$ cat src/rtl/flag_status_unit.sv
`default_nettype none
// +----------------------------------------------------------------------------+
// | Module : flag_status_unit                                                  |
// | Brief  : NZCV status register, in-flight flag commit pipe, bypass or stall |
// | Rev    : 1.0  initial release                                              |
// +----------------------------------------------------------------------------+
module flag_status_unit #(
  parameter int FLAG_LAT = 2,
  parameter bit BYPASS   = 1'b1
) (
  input  logic       clk,
  input  logic       rst_n,
  input  logic       i_freeze,
  input  logic       i_flush,
  input  logic       i_exe_valid,
  input  logic       i_exe_s,
  input  logic [3:0] i_exe_flags,
  input  logic       i_id_valid,
  input  logic       i_id_needs_flags,
  output logic [3:0] o_status_out,
  output logic       o_flag_stall,
  output logic [2:0] o_pending_cnt
);

  localparam logic [2:0] c_CNT_MAX  = 3'd4;
  localparam bit         c_STALL_EN = (BYPASS == 1'b0);

  logic [FLAG_LAT-1:0] r_pipe_vld;
  logic [3:0]          r_pipe_flags [FLAG_LAT];
  logic [3:0]          r_status;

  logic       w_exe_set;
  logic       w_any_pend;
  logic       w_young_vld;
  logic [3:0] w_young_flags;
  logic [3:0] w_fwd_flags;
  logic [2:0] w_cnt;
  logic       w_stall_req;

  assign w_exe_set = i_exe_valid & i_exe_s & ~i_flush;

  // Flags enter at pipe[0]; the last stage commits whole nibbles only.
  always_ff @(posedge clk or negedge rst_n) begin
    if (!rst_n) begin
      r_pipe_vld <= '0;
      for (int k = 0; k < FLAG_LAT; k++) begin
        r_pipe_flags[k] <= 4'b0000;
      end
      r_status <= 4'b0000;
    end else if (!i_freeze) begin
      r_pipe_vld[0]   <= w_exe_set;
      r_pipe_flags[0] <= i_exe_flags;
      for (int k = 1; k < FLAG_LAT; k++) begin
        r_pipe_vld[k]   <= r_pipe_vld[k-1];
        r_pipe_flags[k] <= r_pipe_flags[k-1];
      end
      if (r_pipe_vld[FLAG_LAT-1]) begin
        r_status <= r_pipe_flags[FLAG_LAT-1];
      end
    end
  end

  // Scan oldest to youngest so the lowest-index valid entry wins.
  always_comb begin
    w_young_vld   = 1'b0;
    w_young_flags = 4'b0000;
    w_cnt         = 3'd0;
    for (int k = FLAG_LAT - 1; k >= 0; k--) begin
      if (r_pipe_vld[k]) begin
        w_young_vld   = 1'b1;
        w_young_flags = r_pipe_flags[k];
      end
      w_cnt = w_cnt + {2'b00, r_pipe_vld[k]};
    end
  end

  assign w_any_pend  = |r_pipe_vld;
  assign w_fwd_flags = w_exe_set   ? i_exe_flags   :
                       w_young_vld ? w_young_flags : r_status;
  assign w_stall_req = i_id_valid & i_id_needs_flags & (w_exe_set | w_any_pend);

  assign o_status_out  = BYPASS ? w_fwd_flags : r_status;
  assign o_flag_stall  = c_STALL_EN & w_stall_req;
  assign o_pending_cnt = (w_cnt > c_CNT_MAX) ? c_CNT_MAX : w_cnt;

endmodule
`default_nettype wire
$ cat config.mk
export PLATFORM = sky130hd
export DESIGN_NAME = flag_status_unit
export DESIGN_NICKNAME = d
export VERILOG_FILES = /design/src/rtl/flag_status_unit.sv
export SDC_FILE = /design/constraint.sdc
export NUM_CORES = 1
export LEC_CHECK = 0
export CORE_MARGIN = 5
export CORE_UTILIZATION = 26
export CTS_CLUSTER_DIAMETER = 40
export DETAILED_ROUTE_END_ITERATION = 7
export HOLD_SLACK_MARGIN = 0.12
export RECOVER_POWER = 100
export SLEW_MARGIN = 25
export SYNTH_ARGS = -nofsm -noshare
export SYNTH_HDL_FRONTEND = slang
export SYNTH_SLANG_ARGS = --single-unit
$ cat constraint.sdc
create_clock -name clk -period 4.5 [get_ports clk]
set_input_delay 0.9 -clock clk [delete_from_list [all_inputs] [get_ports clk]]
set_output_delay 0.9 -clock clk [all_outputs]
set_load 0.1 [all_outputs]
Word level (Yosys, flattened, before mapping)
Index checks and enable logic that the tools add are counted.
{"block": "word_totals", "regBits": 14, "latchBits": 0, "ram_bits": 0, "mem_bits_ro": 0, "word_cells": 18, "mem_count": 0}
{"block": "op_classes", "add_sub_neg": 1, "mul": 0, "div": 0, "magnitude_cmp": 1, "n_eq_ne": 0, "shift": 0, "muxes": 7, "bitwise_logic": 4, "n_reduce_logical": 1}
{"op": "two-way mux 4 bit", "count": 4}
{"op": "greater-than comparator 2 x 3 -> 1 bit, second input constant", "count": 1}
{"op": "two-way mux 3 bit", "count": 1}
{"op": "adder 1 x 1 -> 2 bit", "count": 1}
{"op": "AND 1 bit", "count": 2}
{"op": "two-way mux 1 bit", "count": 2}
{"op": "NOT 1 bit", "count": 2}
{"op": "AND reduction 2 bit", "count": 1}

Longest topological paths before layout
Gate-level depths: netlist of run 1.
{"block": "logic_depth", "ltp_word": 4, "depth_mapped": 5}

Worst setup path after synthesis of run 1
OpenSTA, ideal clock, no wires.
{"block": "synth_timing", "path_kind": "input-to-output", "startpoint": "input i_exe_valid", "endpoint": "output o_status_out[0]", "arrival_time_ns": 3.489, "t_required_ns": 3.600, "setup_slack_ns": 0.111, "stages": 3, "cell_sequence": "and3b_1 > buf_2 > o31ai_1"}
{"block": "synth_via", "elab_chain_cells": 3}
{"element": "start: declaration", "line_no": "15", "text": "input logic i_exe_valid,"}
{"element": "AND 1 bit (2 in a row)", "line_no": "40", "text": "assign w_exe_set = i_exe_valid & i_exe_s & ~i_flush;"}
{"element": "two-way mux 4 bit", "line_no": "78", "text": "assign w_fwd_flags = w_exe_set ? i_exe_flags :"}
{"element": "end: declaration", "line_no": "20", "text": "output logic [3:0] o_status_out,"}
No other way between the ends.

Final worst setup path of run 1
{"block": "layout_timing", "startpoint": "input i_flush", "endpoint": "output o_status_out[0]"}
{"block": "layout_via", "elab_chain_cells": 3}
{"element": "start: declaration", "line_no": "14", "text": "input logic i_flush,"}
{"element": "NOT 1 bit", "line_no": "40"}
{"element": "AND 1 bit", "line_no": "40"}
{"element": "two-way mux 4 bit", "line_no": "78"}
No other way between the ends.

==> results of run 1 <==
path summary, 6_finish.rpt:
| kind | from | endpoint | cells past startpoint |
|---|---|---|---|
| worst max register to register | r_pipe_vld[1] | r_status[2] | 2 |
| worst min-delay path | r_status[1] | r_status[1] | 1 |
| min in group asynchronous | rst_n | r_pipe_flags[7] | 1 |
| worst max-delay path | i_flush | o_status_out[0] | 4 |
| max in group asynchronous | rst_n | r_pipe_flags[5] | 1 |
| worst min register to register | r_status[1] | r_status[1] | 1 |
placed cells by master (no fill, tap or decap), drive strengths merged, types with 3 or more instances in the layout:
| master | n |
|---|---|
| o31ai | 3 |
| dlygate4sd3 | 4 |
| clkbuf | 8 |
| dfrtp | 14 |
| clkdlybuf4s50 | 7 |
| a221oi | 3 |
| mux2 | 13 |
| nor2b | 4 |
| inv | 3 |
| nand2 | 5 |
per-layer routing:
layer / up-vias / routed length (microns) / global-route usage, %
met5: - / 0 / 0
met4: 0 / 12 / 5.45
met3: 2 / 79 / 3.31
met2: 12 / 612 / 12.9
met1: 223 / 685 / 12.0
li1: 239 / - / -
cells in the mapped netlist:
master	instances	share of area (%)
a21oi_1	2	1.4
a221oi_1	3	3.8
a22o_1	1	1.3
and3b_1	1	1.3
buf_2	2	1.4
buf_4	2	2.1
conb_1	1	0.54
dfrtp_1	14	50
ha_1	2	3.6
inv_1	3	1.6
mux2_2	13	21
nand2_1	5	2.7
nand2b_1	1	0.89
nor2b_1	3	2.7
nor2b_2	1	1.3
o21ai_0	2	1.4
o31ai_1	3	3.2
area by class of cell:
cell class	count	area, sq um
clock buffer	4	36.3
sequential	14	350
inverter	3	11.3
fill	270	1640
multi-input combinational	39	318
timing repair buffer	15	125
tap	30	37.5
through the flow:
step / util, % / instances / hold WS (ps)
2_1_floorplan: - / 60 / 479
3_3_place_gp: 34.0 / 101 / 488
3_5_place_dp: 34.0 / 101 / 494
4_1_cts: 35.4 / 105 / 515
5_1_grt: 34.8 / 105 / 540
6_report: 34.8 / 105 / 515
state kept, by name, indices dropped and copies added (netlist names):
signal,count
r_status,4
r_pipe_vld,2
r_pipe_flags,8
power groups by stage:
stage	logic (W)	clock network, W	registers (W)
floorplan	0.000165	0	0.000166
global placement	0.000200	0	0.000169
detailed placement	0.000202	0	0.000171
CTS	0.000203	0.0000973	0.000168
global route	0.000201	0.000102	0.000171
finish	0.000188	0.0000904	0.000168
critical path, cell delays in order:
cell             delay, ps
clkdlybuf4s50_1        450
and3b_1                270
o31ai_1                280
clkbuf_1               890
cell families (layout without fill, tap and decap cells):
kind of cell	after synthesis	count (layout)	synth area share (%)
flops	14	14	50.0
mux	13	13	20.9
compound gates	11	11	11.1
simple gates	11	11	8.75
buf+inv	7	22	5.18
fa+ha+maj	2	2	3.57
other cells	1	2	0.535
==> impl_metrics.yaml, run 1 <==
route:
  drt_pass1_iterations: 4
  drcViolationCount: 0
  vias_per_cell: 4.53
  vias: 476
  initialDrtViolationCount: 10
  route.final.wire_length_mm: 1.39
  postRouteAntennaNets: 0
  wl_per_cell_microns: 13.2
final_layout:
  final_area_sq_um: 878
  final_nets: 90
  antenna-diode-count: 0
  drive_above_1_share_pct: 24.0
  area_growth_pct: 25.4
sta:
  hold_viol: 0
  fmax_mhz: 271
  worst_pin_slew_ps: 1170
  skew_ps: 2.00
  fin_crit_ps: 3690
  max_slew_margin_pct: 22.1
  slew_viol_final: 0
  finalSetupViolations: 0
  timing.final.ws_setup_ps: 812
  final.setup.tns_ps: 0
  finalCritPeriodShare_pct: 82.0
  rsz0062_at_grt: "no"
clock_network:
  post_cts_resized: 0
  root_buffer: "clkbuf_4"
  numCtsBuffers: 3
  h-tree-depth: 1
  postCtsSetupRepairBufs: 0
  cts_hold_buffers: 0
  cts_tree: "done"
  clock_latency_ps: 280
  clkSinkCount: 14
  cts_buffer_depth: 2
  path_clk_slew_ps: 80
status:
  status: "completed"
grt:
  grt_max_degree: 15
  grt_pass1_vias: 540
  antenna_found_initial: 0
  grt_usage_pct: 9.17
  overflow: 0
  grt_pass1_wl_mm: 2.50
critical_path:
  end_kind: "output port"
  r2r_setup_slack_ps: 3360
  path_class: "in -> out"
  cp.arrival_ps: 2790
  worst-path-max-fanout: 9
  start_kind: "input pin"
  critical_path_required_ps: 3600
power:
  power_density_nw_per_um2: 509
  pwr-share-clk_pct: 20.2
  swShare_pct: 44.5
  p_comb_share_pct: 42.2
  power.switching_w: 0.000199
  p_leak_nw: 0.375
  power_frac_seq_pct: 37.6
  peakVddDrop_v: 0.000200
  p_int_w: 0.000248
  finalPower_w: 0.000447
die:
  die_w_microns: 61.9
  start_util_pct: 27.8
  num_io_pins: 20
  placementRows: 18
  dieArea_sq_um: 3830
  fp.dieH_microns: 61.9
  core_sq_um: 2520
placement:
  place_area_sq_um: 857
  dp_hpwl_mm: 1.03
  dp_slack_ps: 1340
  gp_congestion: 0.757
  port_buffers: 15
synth:
  ys_ff_latch: 14
  ys_warn_count: 0
  synth-seq-area-share_pct: 50.0
  syn_inst: 59
  netlist_area_sq_um: 701
  synthDistinctLibCells: 17
  syn_area_per_cell_sq_um: 11.9
job:
  maxCapViolations: 0
min_path:
  holdCritPathClass: "reg -> reg"
(Power assumes the default switching activity.)
==> run 2: changes to the inputs <==
==> constraint.sdc (replaced) <==
create_clock -name clk -period 3.8 [get_ports clk]
set_input_delay 0.76 -clock clk [delete_from_list [all_inputs] [get_ports clk]]
set_output_delay 0.76 -clock clk [all_outputs]
set_load 0.1 [all_outputs]
==> run 2 against run 1 <==
  * Sequential cell count unchanged
  * Sequential share of layout area is 0.11 points higher
  * First-iteration DRC count shrank 20%
  * Clock power rose by 19%
  * Die area unchanged
  * Combinational power increased by 22%
  * Non-clock buffer count did not move
  * Utilization fell by 0.099 points
  * Routed wire length decreased by 5.1%
  * Final cell count stayed put
  * Global-route usage shrank 0.84 points
  * Power increased by 20%
  * Largest power group unchanged
==> impl_metrics.yaml, run 2 (synthesized netlist as in run 1, its figures left out) <==
grt:
  grt_pass1_vias: 493
  grt_usage_pct: 8.33
  grt_max_degree: 15
  grt_pass1_wl_mm: 2.24
  overflow: 0
  antenna_found_initial: 0
clock_network:
  numCtsBuffers: 3
  cts_tree: "done"
  clock_latency_ps: 280
  path_clk_slew_ps: 90
  postCtsSetupRepairBufs: 0
  cts_buffer_depth: 2
  clkSinkCount: 14
  cts_hold_buffers: 0
  post_cts_resized: 0
  h-tree-depth: 1
  root_buffer: "clkbuf_4"
sta:
  finalSetupViolations: 0
  fin_crit_ps: 3030
  hold_viol: 0
  max_slew_margin_pct: 21.9
  timing.final.ws_setup_ps: 774
  fmax_mhz: 330
  skew_ps: 7.02
  worst_pin_slew_ps: 1180
  slew_viol_final: 0
  rsz0062_at_grt: "no"
  finalCritPeriodShare_pct: 79.6
  hold_ws_ps: 517
final_layout:
  final_common_cell: "dfrtp_1"
  top_regs: "r_pipe_flags (8), r_status (4), r_pipe_vld (2)"
  drive_above_1_share_pct: 29.3
  max_flop_register: "r_pipe_flags"
  area_growth_pct: 25.0
  antenna-diode-count: 0
  largest_reg_flops: 8
  final_cell_mix: "dfrtp_1 (14), mux2_2 (13), clkdlybuf4s50_1 (7)"
  final_nets: 90
  final_area_sq_um: 876
route:
  vias_per_cell: 4.82
  route.final.wire_length_mm: 1.32
  drt_pass1_iterations: 4
  drcViolationCount: 0
  vias: 506
  wl_per_cell_microns: 12.6
  initialDrtViolationCount: 8
  postRouteAntennaNets: 0
status:
  status: "completed"
critical_path:
  path_cells: "clkdlybuf4s50_1, and3b_1, o31ai_1, clkbuf_2"
  path_class: "in -> out"
  path_delay_family: "buffers and inverters"
  end_kind: "output port"
  crit_buf_inv: 2
  max_stage_delay_ps: 500
  start_kind: "input pin"
  cp.arrival_ps: 2270
  worst-path-max-fanout: 9
  critical_path_required_ps: 3040
  crit_slowest_cell: "clkbuf_2"
power:
  power.switching_w: 0.000237
  power_frac_seq_pct: 37.1
  peakVddDrop_v: 0.000342
  power_density_nw_per_um2: 613
  pwr-share-clk_pct: 20.0
  p_comb_share_pct: 42.8
  p_int_w: 0.000300
  swShare_pct: 44.1
  p_leak_nw: 0.378
die:
  core_sq_um: 2520
  num_io_pins: 20
  dieArea_sq_um: 3830
  placementRows: 18
  fp.dieH_microns: 61.9
  die_w_microns: 61.9
  start_util_pct: 27.8
min_path:
  holdCritPathClass: "reg -> reg"
placement:
  gp_congestion: 0.729
  dp_slack_ps: 923
  place_area_sq_um: 852
  port_buffers: 15
  dp_hpwl_microns: 951
job:
  maxCapViolations: 0
[run 2: changes by cell type in the layout (fill, tap and decap cells not counted), sizes merged]
cell | previous run | this run
dlygate4sd3 | 4 | 2
buf | 0 | 2
[run 2: cell type report]
class,instances,area (sq um)
sequential,14,350
tap,30,37.5
fill,263,1650
timing repair buffer,15,123
inverter,3,11.3
clock buffer,4,36.3
multi-input combinational,39,318
[run 2: path summary, 6_finish.rpt]
path / startpoint / to / slack, ps / cells past startpoint
max in group asynchronous: rst_n / r_pipe_flags[5] / 2450 / 1
worst max-delay path: i_flush / o_status_out[0] / 770 / 4
worst min register to register: r_status[2] / r_status[2] / 520 / 1
worst min-delay path: r_status[2] / r_status[2] / 520 / 1
min in group asynchronous: rst_n / r_pipe_flags[7] / 930 / 1
worst max register to register: r_pipe_vld[1] / r_status[3] / 2680 / 2
[run 2: power by group through the flow]
stage | combinational, W | clock [W] | sequential (W)
5_1_grt | 0.000244 | 0.000115 | 0.000204
3_3_place_gp | 0.000236 | 0 | 0.000201
3_5_place_dp | 0.000238 | 0 | 0.000202
2_1_floorplan | 0.000195 | 0 | 0.000196
4_1_cts | 0.000239 | 0.000111 | 0.000199
6_report | 0.000230 | 0.000108 | 0.000200
[run 2: stage by stage]
| step | power (W) | cells | util (%) | TNS (ps) |
|---|---|---|---|---|
| 2_1_floorplan | 0.000391 | 60 | - | -927 |
| 3_3_place_gp | 0.000437 | 101 | 33.8 | 0 |
| 3_5_place_dp | 0.000440 | 101 | 33.8 | 0 |
| 4_1_cts | 0.000549 | 105 | 35.2 | 0 |
| 5_1_grt | 0.000563 | 105 | 34.7 | 0 |
| 6_report | 0.000537 | 105 | 34.7 | 0 |
[run 2: per-layer routing]
metal  GRT usage (%)  share of wire, %
met5               0                 0
met4            5.76               2.0
met3            3.51               8.4
met2            10.5                42
met1            11.3                48
